File: config.mk
export PLATFORM = sky130hd
export DESIGN_NAME = hazard_stall_ctrl
export DESIGN_NICKNAME = d
export VERILOG_FILES = /design/src/rtl/hazard_pkg.sv /design/src/rtl/hazard_stall_ctrl_load_use_detect.sv /design/src/rtl/hazard_stall_ctrl.sv
export SDC_FILE = /design/constraint.sdc
export NUM_CORES = 1
export LEC_CHECK = 0
export BUFFER_PORTS_ARGS = -buffer_cell sky130_fd_sc_hd__buf_4
export CAP_MARGIN = 20
export CORE_MARGIN = 2
export CORE_UTILIZATION = 38
export DETAILED_ROUTE_END_ITERATION = 8
export PLACE_DENSITY = 0.79
export SETUP_SLACK_MARGIN = 0.02
export SKIP_LAST_GASP = 1
export SLEW_MARGIN = 20
export SYNTH_ARGS = -nofsm -noshare
export SYNTH_HDL_FRONTEND = slang
export SYNTH_SLANG_ARGS = --single-unit
export TNS_END_PERCENT = 1
File: constraint.sdc
create_clock -name clk -period 2.05 [get_ports clk]
set_input_delay 0.3075 -clock clk [delete_from_list [all_inputs] [get_ports clk]]
set_output_delay 0.3075 -clock clk [all_outputs]
set_load 0.03 [all_outputs]
File: src/rtl/hazard_pkg.sv
// Shared types and constants for the pipeline hazard/stall controller.
// Holds the sequencing FSM encoding, register-address defaults and the multi-cycle counter width.
// No logic; imported by hazard_stall_ctrl and load_use_detect.
package hazard_pkg;

    typedef enum logic [0:0] {
        RUN     = 1'b0,
        MC_WAIT = 1'b1
    } state_e;

    localparam int REG_ADDR_W_DEF = 5;

    localparam logic [4:0] ZERO_REG = 5'd0;

    // Wide enough for MC_LAT-2 with MC_LAT up to 15
    localparam int MC_CNT_W = 4;

endpackage

File: src/rtl/hazard_stall_ctrl_load_use_detect.sv
// Load-use comparator: flags an ID instruction that reads the register an in-flight load will write.
// Purely combinational, zero latency; no flow control.
// Kept standalone so a branch-in-ID hazard check can reuse it.
module load_use_detect
    import hazard_pkg::*;
#(
    parameter int REG_ADDR_W = REG_ADDR_W_DEF
) (
    input  logic [REG_ADDR_W-1:0] id_rs,
    input  logic [REG_ADDR_W-1:0] id_rt,
    input  logic                  id_uses_rt,
    input  logic                  ex_mem_read,
    input  logic [REG_ADDR_W-1:0] ex_rt,
    output logic                  lu
);

    logic dst_live;
    logic rs_hit;
    logic rt_hit;

    always_comb begin
        // Writes to $zero never create a dependency
        dst_live = ex_mem_read && (ex_rt != REG_ADDR_W'(ZERO_REG));
        rs_hit   = (ex_rt == id_rs);
        rt_hit   = id_uses_rt && (ex_rt == id_rt);
        lu       = dst_live && (rs_hit || rt_hit);
    end

endmodule

File: src/rtl/hazard_stall_ctrl.sv
// Pipeline sequencing controller: load-use bubbles, mul/div front-end freeze, taken-branch flush.
// Control outputs are combinational from state and inputs; a multi-cycle op freezes for MC_LAT cycles.
// Optional perf counters (stall/flush) are built only when HAZARD_PERF_EN is defined.
module hazard_stall_ctrl
    import hazard_pkg::*;
#(
    parameter int REG_ADDR_W = REG_ADDR_W_DEF,
    parameter int MC_LAT     = 4,
    parameter int CNT_W      = 16
) (
    input  logic                  clk,
    input  logic                  rst,
    input  logic [REG_ADDR_W-1:0] id_rs,
    input  logic [REG_ADDR_W-1:0] id_rt,
    input  logic                  id_uses_rt,
    input  logic                  ex_mem_read,
    input  logic [REG_ADDR_W-1:0] ex_rt,
    input  logic                  mc_start,
    input  logic                  branch_taken,
    output logic                  pc_write,
    output logic                  ifid_write,
    output logic                  idex_write,
    output logic                  ifid_flush,
    output logic                  idex_flush,
    output logic                  exmem_flush,
    output logic                  mc_busy,
    output logic [CNT_W-1:0]      stall_count,
    output logic [CNT_W-1:0]      flush_count
);

    if (MC_LAT < 2 || MC_LAT > 15) begin : g_bad_mc_lat
        $error("hazard_stall_ctrl: MC_LAT must be in 2..15");
    end

    localparam logic [MC_CNT_W-1:0] MC_LOAD = MC_CNT_W'(MC_LAT - 2);

    logic                lu;
    state_e              state_q;
    state_e              state_d;
    logic [MC_CNT_W-1:0] mc_cnt_q;
    logic [MC_CNT_W-1:0] mc_cnt_d;

    load_use_detect #(
        .REG_ADDR_W (REG_ADDR_W)
    ) u_lu (
        .id_rs       (id_rs),
        .id_rt       (id_rt),
        .id_uses_rt  (id_uses_rt),
        .ex_mem_read (ex_mem_read),
        .ex_rt       (ex_rt),
        .lu          (lu)
    );

    always_comb begin
        state_d     = state_q;
        mc_cnt_d    = mc_cnt_q;
        pc_write    = 1'b1;
        ifid_write  = 1'b1;
        idex_write  = 1'b1;
        ifid_flush  = 1'b0;
        idex_flush  = 1'b0;
        exmem_flush = 1'b0;
        mc_busy     = 1'b0;

        if (rst) begin
            // Hold the whole pipeline frozen and bubbled while in reset
            pc_write    = 1'b0;
            ifid_write  = 1'b0;
            idex_write  = 1'b0;
            ifid_flush  = 1'b1;
            idex_flush  = 1'b1;
            exmem_flush = 1'b1;
        end else begin
            unique case (state_q)
                RUN: begin
                    if (branch_taken) begin
                        // ID holds a wrong-path instruction, so its hazard is moot;
                        // a coincident mc_start is also wrong-path and is dropped
                        ifid_flush = 1'b1;
                        idex_flush = 1'b1;
                    end else if (mc_start) begin
                        pc_write    = 1'b0;
                        ifid_write  = 1'b0;
                        idex_write  = 1'b0;
                        exmem_flush = 1'b1;
                        mc_cnt_d    = MC_LOAD;
                        state_d     = MC_WAIT;
                    end else if (lu) begin
                        pc_write   = 1'b0;
                        ifid_write = 1'b0;
                        idex_flush = 1'b1;
                    end
                end
                MC_WAIT: begin
                    pc_write    = 1'b0;
                    ifid_write  = 1'b0;
                    idex_write  = 1'b0;
                    exmem_flush = 1'b1;
                    mc_busy     = 1'b1;
                    if (mc_cnt_q == '0) begin
                        state_d = RUN;
                    end else begin
                        mc_cnt_d = mc_cnt_q - MC_CNT_W'(1);
                    end
                end
                default: begin
                    state_d = RUN;
                end
            endcase
        end
    end

    always_ff @(posedge clk or posedge rst) begin
        if (rst) begin
            state_q  <= RUN;
            mc_cnt_q <= '0;
        end else begin
            state_q  <= state_d;
            mc_cnt_q <= mc_cnt_d;
        end
    end

`ifdef HAZARD_PERF_EN
    logic             stall_evt;
    logic             flush_evt;
    logic [CNT_W-1:0] stall_cnt_q;
    logic [CNT_W-1:0] stall_cnt_d;
    logic [CNT_W-1:0] flush_cnt_q;
    logic [CNT_W-1:0] flush_cnt_d;

    always_comb begin
        stall_evt   = !rst && !pc_write;
        flush_evt   = !rst && (state_q == RUN) && branch_taken;
        stall_cnt_d = stall_cnt_q;
        flush_cnt_d = flush_cnt_q;
        // Saturate instead of wrapping so a long run never reads back small
        if (stall_evt && (stall_cnt_q != '1)) begin
            stall_cnt_d = stall_cnt_q + CNT_W'(1);
        end
        if (flush_evt && (flush_cnt_q != '1)) begin
            flush_cnt_d = flush_cnt_q + CNT_W'(1);
        end
    end

    always_ff @(posedge clk or posedge rst) begin
        if (rst) begin
            stall_cnt_q <= '0;
            flush_cnt_q <= '0;
        end else begin
            stall_cnt_q <= stall_cnt_d;
            flush_cnt_q <= flush_cnt_d;
        end
    end

    assign stall_count = stall_cnt_q;
    assign flush_count = flush_cnt_q;
`else
    assign stall_count = '0;
    assign flush_count = '0;
`endif

endmodule

==> impl_metrics.tcl <==
set metrics [dict create \
    status "finished clean" \
    end_kind "primary output" \
    cp.arrival_ns 1.59 \
    clk_latency_ns 0.24 \
    synthTopCellsByCount "buf_4, xor2_1, inv_1, dfrtp_1, nor2_1" \
    synth_area_per_cell_um2 8.26 \
    overflow 0 \
    drv_slew 0 \
    row_count 15 \
    grt_pass1_wl_mm 2.02 \
    ys_seq_elements 5 \
    dieHeight_um 47.7 \
    synth_top_flop_cell "dfrtp_1" \
    slowest_stage "o41ai_2" \
    rr_endpoint "mc_cnt_q[3]$_DFFE_PP0P_" \
    tritoncts "yes" \
    grt_max_degree 12 \
    final_util_pct 48.1 \
    final_nets 139 \
    skew_ns 0.00706 \
    first_global_vias 494 \
    syn2layout_area_growth_pct 16.7 \
    ys_async_sr_fraction_pct 100 \
    leakagePower_nw 0.453 \
    yosysTopAreaCell "buf_4" \
    hold_viol_final 0 \
    path_class "primary input to primary output" \
    synth_cells 88 \
    timing.final.ws_setup_ns 0.152 \
    ys_types 30 \
    path_cells "buf_4 > xor2_1 > nor4_2 > a32oi_1 > o41ai_2 > buf_4" \
    initial_core_util_pct 41.2 \
    die_area_um2 2280 \
    vias 562 \
    insertedDiodeCount 0 \
    relSlewSlack_pct 66.6 \
    drc_errors 0 \
    wire_per_inst_um 9.82 \
    startpoint_type "primary input" \
    rsz0062_at_grt "no" \
    cts-hold-fix-buffers 0 \
    crit_path_frequent_cell "buf_4" \
    core_area_um2 1760 \
    via_per_inst 3.99 \
    cts_resized 0 \
    post_cts_buffers 0 \
    worstPathMaxFanout 3 \
    drive_gt1_share_pct 30.2 \
    fin_tns_setup_ns 0 \
    clock_sinks 5 \
    rrSetupSlack_ns 0.37 \
    io_buffers 27 \
    gp_congestion 0.795 \
    crit_buf_inv 2 \
    synth_area_um2 727 \
    hpwl_mm 1.25 \
    hold_path.class "primary input to async pin" \
    synth_top_area_share_pct 34.1 \
    cp.required_ns 1.74 \
    layout.cells.non_filler 141 \
    r2r-start "state_q$_DFFE_PP0N_" \
    setup_violations 0 \
    wl_mm 1.39 \
    cts_buffers 3 \
    ys_seq_area_share_pct 17.2 \
    htree_levels 1 \
    drtPass1Iterations 2 \
    cp_slowest_stage_delay_ns 0.31 \
    dp.cells 137 \
    cts_buffer_depth 2 \
    clockRootBuffer "clkbuf_4" \
    track_usage_pct 12.4 \
    power.density_nw_per_um2 759 \
    yosys-top-cells-area "buf_4, dfrtp_1, xor2_1" \
    post-synth-top-count-cell "buf_4" \
    die_x_um 47.7 \
    ir_worst_vdd_v 0.000656 \
    place_worst_setup_slack_ns 0.138 \
    cp_top_family "compound AO/OA/AOI/OAI gates" \
    antenna_found_initial 0 \
    ios 60 \
    antenna_left 0 \
    max_freq_ghz 0.527 \
    path_clk_slew_ns 0.05 \
    post-route-period-util_pct 92.6 \
    yosys_warnings 0 \
    synth_edf_count 0 \
    drt_iter0_drc 2 \
    period_minus_slack_ns 1.90 \
    maxCapViolations 0 \
    ff2ff_path_depth 4 \
    worst_slew_pin_slew_ns 0.500 \
]
[cell families (layout without fill, tap and decap cells)]
family          count (synthesis)  in the layout  share of synthesized area [%]
compound gates                 11             11                           14.1
xor+xnor                       10             10                           12.0
fa+ha+maj                       1              1                           1.72
buf+inv                        41             38                           38.7
flops                           5              5                           17.2
other cells                     1             32                          0.516
simple gates                   19             19                           15.7
[area by class of cell]
cell class              count  area [um2]
inverters                   7        26.3
multi-input cells          73         437
repair buffers             27         203
flip-flops and latches      5         125
fillers                   184         916
clock buffers               4        26.3
well taps                  25        31.3
[cell usage in the layout (no fill, tap or decap)]
cell | synthesis | routed
a2111oi_4 | 1 | 1
a21o_1 | 1 | 1
a21oi_1 | 1 | 1
a32oi_1 | 1 | 1
and2b_1 | 1 | 1
buf_4 | 33 | 27
clkbuf_1 | 0 | 1
clkbuf_4 | 1 | 3
conb_1 | 1 | 32
dfrtp_1 | 5 | 5
ha_1 | 1 | 1
inv_1 | 7 | 6
inv_2 | 0 | 1
nand2_1 | 2 | 2
nand3_1 | 1 | 1
nand3b_1 | 1 | 1
nand4_1 | 1 | 1
nand4b_1 | 1 | 1
nor2_1 | 4 | 4
nor2_2 | 1 | 1
nor2b_1 | 2 | 2
nor3_1 | 2 | 2
nor3b_1 | 1 | 1
nor4_2 | 1 | 1
o21ai_1 | 3 | 4
o221ai_1 | 1 | 1
o31a_1 | 1 | 1
o41ai_2 | 1 | 1
or4_1 | 1 | 1
xnor2_1 | 1 | 1
xor2_1 | 9 | 9
[metrics by stage]
stage	hold slack [ns]	total power, mW	cell area, um2
finish	0.00986	0.644	848
global route	0.0149	0.700	848
CTS	0.00581	0.647	848
detailed placement	0.265	0.531	822
global placement	0.263	0.520	822
floorplan	0.0860	0.489	843
[flip-flops by register name, indices dropped and copies added, names as in the netlist]
register and cells:
mc_cnt_q 4, state_q 1
[where the power goes]
| part | total [mW] | switching (mW) | internal [mW] |
|---|---|---|---|
| combinational | 0.342 | 0.217 | 0.124 |
| clock | 0.112 | 0.0389 | 0.0735 |
| sequential | 0.190 | 0.0475 | 0.142 |
[worst max path at each step]
stage / cells after the start / to / startpoint
final: 6 / idex_flush / ex_rt[4]
after global routing: 6 / idex_flush / ex_rt[4]
after CTS: 6 / idex_flush / ex_rt[4]
after detailed placement: 6 / idex_flush / ex_rt[4]
after global placement: 6 / idex_flush / ex_rt[4]
after floorplan: 6 / pc_write / state_q$_DFFE_PP0N_
[worst reg2reg max path, delay by kind of cell (launching register included)]
| family | cells | cell delay, ns |
|---|---|---|
| flip-flops | 1 | 0.59 |
| AO/OA/AOI/OAI | 2 | 0.58 |
| AND/OR/NAND/NOR | 2 | 0.44 |
[layer usage]
layer | global-route usage (%) | share of wire [%]
met1 | 14.7 | 36
met2 | 22.4 | 58
met3 | 2.64 | 6.9
met4 | 3.24 | 0
met5 | 0 | 0
Note: power is estimated with default switching activity, not from simulation.
